File: src/rtl/vec_test_engine.sv
// rtl/vec_test_engine.sv - self-test sequencer applying a loadable vector table to a combinational DUT
module vec_test_engine #(
    parameter int N_IN   = 4,
    parameter int N_VEC  = 16,
    parameter int SETTLE = 1,
    parameter int AW     = (N_VEC > 1) ? $clog2(N_VEC) : 1,
    parameter int CW     = $clog2(N_VEC + 1)
) (
    input  logic            clk,
    input  logic            rst_n,
    input  logic            start,
    input  logic            vec_we,
    input  logic [AW-1:0]   vec_waddr,
    input  logic [N_IN:0]   vec_wdata,
    output logic [N_IN-1:0] dut_in,
    input  logic            dut_y,
    output logic            busy,
    output logic            done,
    output logic            pass,
    output logic [CW-1:0]   err_count,
    output logic            mismatch,
    output logic            fail_valid,
    output logic [AW-1:0]   fail_idx,
    output logic [AW-1:0]   vec_idx
);

    localparam int SW = (SETTLE > 1) ? $clog2(SETTLE + 1) : 1;

    typedef enum logic [2:0] {
        S_IDLE,
        S_APPLY,
        S_WAIT,
        S_CHECK,
        S_DONE
    } state_t;

    state_t        state;
    logic [N_IN:0] tbl [2**AW];
    logic [SW-1:0] settle_cnt;
    logic          exp_y;
    logic          addr_ok;

    // Addresses past the last vector only exist when N_VEC is not a power of two.
    generate
        if ((2**AW) == N_VEC) begin : g_full
            assign addr_ok = 1'b1;
        end else begin : g_part
            assign addr_ok = ({1'b0, vec_waddr} < (AW+1)'(N_VEC));
        end
    endgenerate

    always_ff @(posedge clk) begin
        if (vec_we && !busy && addr_ok) begin
            tbl[vec_waddr] <= vec_wdata;
        end
    end

    always_ff @(posedge clk or negedge rst_n) begin
        if (!rst_n) begin
            state      <= S_IDLE;
            dut_in     <= '0;
            busy       <= 1'b0;
            done       <= 1'b0;
            pass       <= 1'b0;
            err_count  <= '0;
            mismatch   <= 1'b0;
            fail_valid <= 1'b0;
            fail_idx   <= '0;
            vec_idx    <= '0;
            settle_cnt <= '0;
            exp_y      <= 1'b0;
        end else begin
            mismatch <= 1'b0;
            case (state)
                S_IDLE, S_DONE: begin
                    if (start) begin
                        err_count  <= '0;
                        fail_valid <= 1'b0;
                        fail_idx   <= '0;
                        done       <= 1'b0;
                        pass       <= 1'b0;
                        vec_idx    <= '0;
                        busy       <= 1'b1;
                        state      <= S_APPLY;
                    end else if (state == S_DONE) begin
                        busy <= 1'b0;
                        done <= 1'b1;
                        pass <= (err_count == '0);
                    end
                end
                S_APPLY: begin
                    dut_in     <= tbl[vec_idx][N_IN:1];
                    exp_y      <= tbl[vec_idx][0];
                    settle_cnt <= SW'(SETTLE);
                    state      <= S_WAIT;
                end
                S_WAIT: begin
                    settle_cnt <= settle_cnt - SW'(1);
                    if (settle_cnt == SW'(1)) begin
                        state <= S_CHECK;
                    end
                end
                S_CHECK: begin
                    if (dut_y != exp_y) begin
                        mismatch  <= 1'b1;
                        err_count <= err_count + CW'(1);
                        if (!fail_valid) begin
                            fail_idx   <= vec_idx;
                            fail_valid <= 1'b1;
                        end
                    end
                    if (vec_idx == AW'(N_VEC - 1)) begin
                        state <= S_DONE;
                    end else begin
                        vec_idx <= vec_idx + AW'(1);
                        state   <= S_APPLY;
                    end
                end
                default: state <= S_IDLE;
            endcase
        end
    end

endmodule

File: config.mk
export PLATFORM = sky130hd
export DESIGN_NAME = vec_test_engine
export DESIGN_NICKNAME = d
export VERILOG_FILES = /design/src/rtl/vec_test_engine.sv
export SDC_FILE = /design/constraint.sdc
export NUM_CORES = 1
export LEC_CHECK = 0
export ABC_CLOCK_PERIOD_IN_PS = 4800
export CAP_MARGIN = 20
export CORE_AREA = 2 2 103 105
export CTS_BUF_LIST = sky130_fd_sc_hd__clkbuf_4 sky130_fd_sc_hd__clkbuf_8
export CTS_CLUSTER_SIZE = 12
export DETAILED_ROUTE_END_ITERATION = 12
export DIE_AREA = 0 0 105 107
export PLACE_DENSITY_LB_ADDON = 0.2
export SYNTH_ARGS = -nofsm -noshare
export SYNTH_HDL_FRONTEND = slang
export SYNTH_SLANG_ARGS = --single-unit
File: constraint.sdc
create_clock -name clk -period 4.8 [get_ports clk]
set_input_delay 1.44 -clock clk [delete_from_list [all_inputs] [get_ports clk]]
set_output_delay 1.44 -clock clk [all_outputs]
set_load 0.005 [all_outputs]
==> results.md <==
* Gate family responsible for the most delay along the worst path: flip-flops
* Drc violations at 0
* Gr usage total at 15.5%
* IO Count at 36
* Worst r2r path cells at 4
* Routed Antenna Nets at 0
* Die height at 107 um
* CTS Buf Count at 9
* Hold buffers post-CTS at 0
* RSZ-0062 raised after global routing: false
* Max Transition Viols Final at 0
* Max stage delay on crit path at 0.83 ns
* Setup WS post-layout at 1.53 ns
* Critical path cell sequence: clkdlybuf4s50_1
* Root Driver: clkbuf_8
* Crit path DAT at 1.83 ns
* Synth area leader: edfxtp_1
* Post-DP HPWL at 5600 um
* Final clock period utilization by the worst path at 68.1%
* Layout cell share with drive strength beyond 1 at 8.05%
* # Post-CTS Setup Buffers at 0
* Number of flops mapped to enable cells by yosys at 80
* FMAX at 306 MHz
* Setup TNS at 0 ns
* Final core utilization at 50.1%
* Worst Setup Start Kind: flip-flop
* CP Class: reg2out
* DR WL/cell at 17.9 um
* Largest fanout on the critical path at 19
* Initial core utilization at 44.1%
* Yosys top cell area share at 54.0%
* Synth area leaders: edfxtp_1 54%, dfrtp_1 15%, mux4_1 5.9%
* Vias at 2420
* Commonest cells post-synth: 80 x edfxtp_1, 27 x dfrtp_1, 26 x nor2_1, 22 x mux2i_1, 17 x nand2_1
* Fin nets at 336
* Max_cap viols at 0
* Slew headroom at 51.0%
* Synth-to-layout area growth at 13.6%
* Dominant synthesized flop cell: edfxtp_1
* Final Setup Violations at 0
* Pin count of the biggest net entering global routing at 36
* Post-layout instance area at 5050 um^2
* Yosys cell types at 43
* # diodes at 0
* Syn Inst Count at 284
* Setup crit end kind: primary output
* CP max stage cell: dfrtp_1
* Initial antenna violation count at 0
* Most common cell in the netlist: edfxtp_1
* Tmin final at 3.27 ns
* Fin cells at 459
* Width of the die at 105 um
* Clock Latency Late Sink at 0.36 ns
* Placed Instance Area at 4870 um^2
* P per Cell Area at 461 nW/um^2
* Pre-CTS setup slack at 1.46 ns
* Worst Skew at 0.00831 ns
* Slew @ Worst Pin at 0.735 ns
* LEAKAGE at 1.74 nW
* CTS tree: yes
* Final Hold Viols at 0
* Bufs on Longest Clock Path at 2
* Clock sinks at 107
* Crit path depth at 1
* Synthesized cell area at 4450 um^2
* Grt total ovfl at 0
* Clk slew on worst S/H paths at 0.10 ns
* GP Congestion at 0.722
* Synth warn at 0
* Total wire length at 8230 um
* DR pass1 iterations at 4
* Vias per Instance at 5.27
* Mapped Nets at 301
* Hold path depth at 2
* Avg Cell Area, Syn at 15.7 um^2
* Core ar. at 10100 um^2
* First-pass GRT wire length at 13000 um
* Row count at 37
* Placed cell count at 444
* Number of global-route vias before repair at 2365
* FF+latch count, synth at 107
* Status: finished, final reports clean
* Die Area at 11200 um^2
* Post-synthesis sequential area ratio at 69.2%
* Ys async rst share at 25.2%
* First DRT Iteration DRCs at 121
* Critical path buffers and inverters at 1
* Worst hold path class: reg2reg
* Worst Path Required at 3.36 ns
* Htree depth at 3
* Max IR drop VDD at 0.169 mV
* # port buffers at 35
* PostCTS Resize Cnt at 0
## path summary, 6_finish.rpt
path                            start          to  slack (ns)
max in group asynchronous       rst_n  vec_idx[0]        3.07
hold reg to reg                  pass        pass        0.48
hold / removal                   pass        pass        0.48
setup reg to reg           vec_idx[0]   dut_in[3]        2.75
min in group asynchronous       rst_n    state[1]        1.45
setup / recovery           vec_idx[1]  vec_idx[1]        1.53
## layout by cell type (no fill, tap or decap), drive strengths merged, types with 2 or more instances in the layout
cell | Yosys | final
clkinv | 0 | 2
ha | 3 | 3
o22ai | 6 | 6
nor2 | 26 | 26
nor3b | 2 | 2
nand3 | 7 | 7
buf | 10 | 2
nor2b | 2 | 2
inv | 4 | 8
o21ai | 10 | 10
a221oi | 5 | 5
clkbuf | 3 | 9
nand2 | 17 | 17
xor2 | 3 | 3
xnor2 | 2 | 2
nor3 | 7 | 7
o31ai | 2 | 2
a22o | 4 | 4
clkdlybuf4s50 | 0 | 35
mux2i | 22 | 22
edfxtp | 80 | 80
a31oi | 5 | 5
a21oi | 9 | 9
mux4 | 10 | 10
dfrtp | 27 | 27
nand3b | 3 | 3
nand2b | 5 | 5
## layout make-up
class / count / area [um^2]
Timing Repair Buffer: 37 / 365
Inverter: 4 / 17.5
Tap cell: 136 / 170
Fill cell: 933 / 5040
Sequential cell: 107 / 3080
Clock buffer: 9 / 124
Multi-Input combinational cell: 160 / 1240
Clock inverter: 6 / 57.6
## layer usage
metal	GRT usage, %	vias up	routed length (um)
met4	7.62	0	199
met5	0	-	0
met1	20.7	1174	3830
met2	24.3	67	3800
met3	3.10	16	402
li1	-	1163	-
## kinds of logic after synthesis
family	count (synthesis)	share of synthesized area, %
compound gates	46	6.97
buf+inv	17	2.95
xor+xnor	5	0.984
flops	107	69.2
mux	32	10.9
fa+ha+maj	3	0.844
simple gates	74	8.21
## through the flow
step / power, mW / hold slack, ns
floorplan: 1.64 / 0.472
global placement: 1.83 / 0.461
detailed placement: 1.85 / 0.465
CTS: 2.36 / 0.489
global route: 2.46 / 0.524
finish: 2.33 / 0.483
## worst min-delay path, cell delays in order (launching register included)
cell and delay, ns:
dfrtp_1 0.36, nand2_1 0.05, o31ai_1 0.05
## state kept, by name, summed over array words and instances, names as in the netlist, 3 cells and up
register,count
vec_idx,4
state,3
err_count,5
fail_idx,4
tbl,80
dut_in,4
## power by group
group / switching (mW) / leakage (nW) / total (mW) / internal [mW]
clock network: 0.314 / 0.0941 / 0.513 / 0.199
logic: 0.313 / 0.591 / 0.647 / 0.334
registers: 0.0996 / 1.06 / 1.17 / 1.07
(Power assumes the default switching activity.)
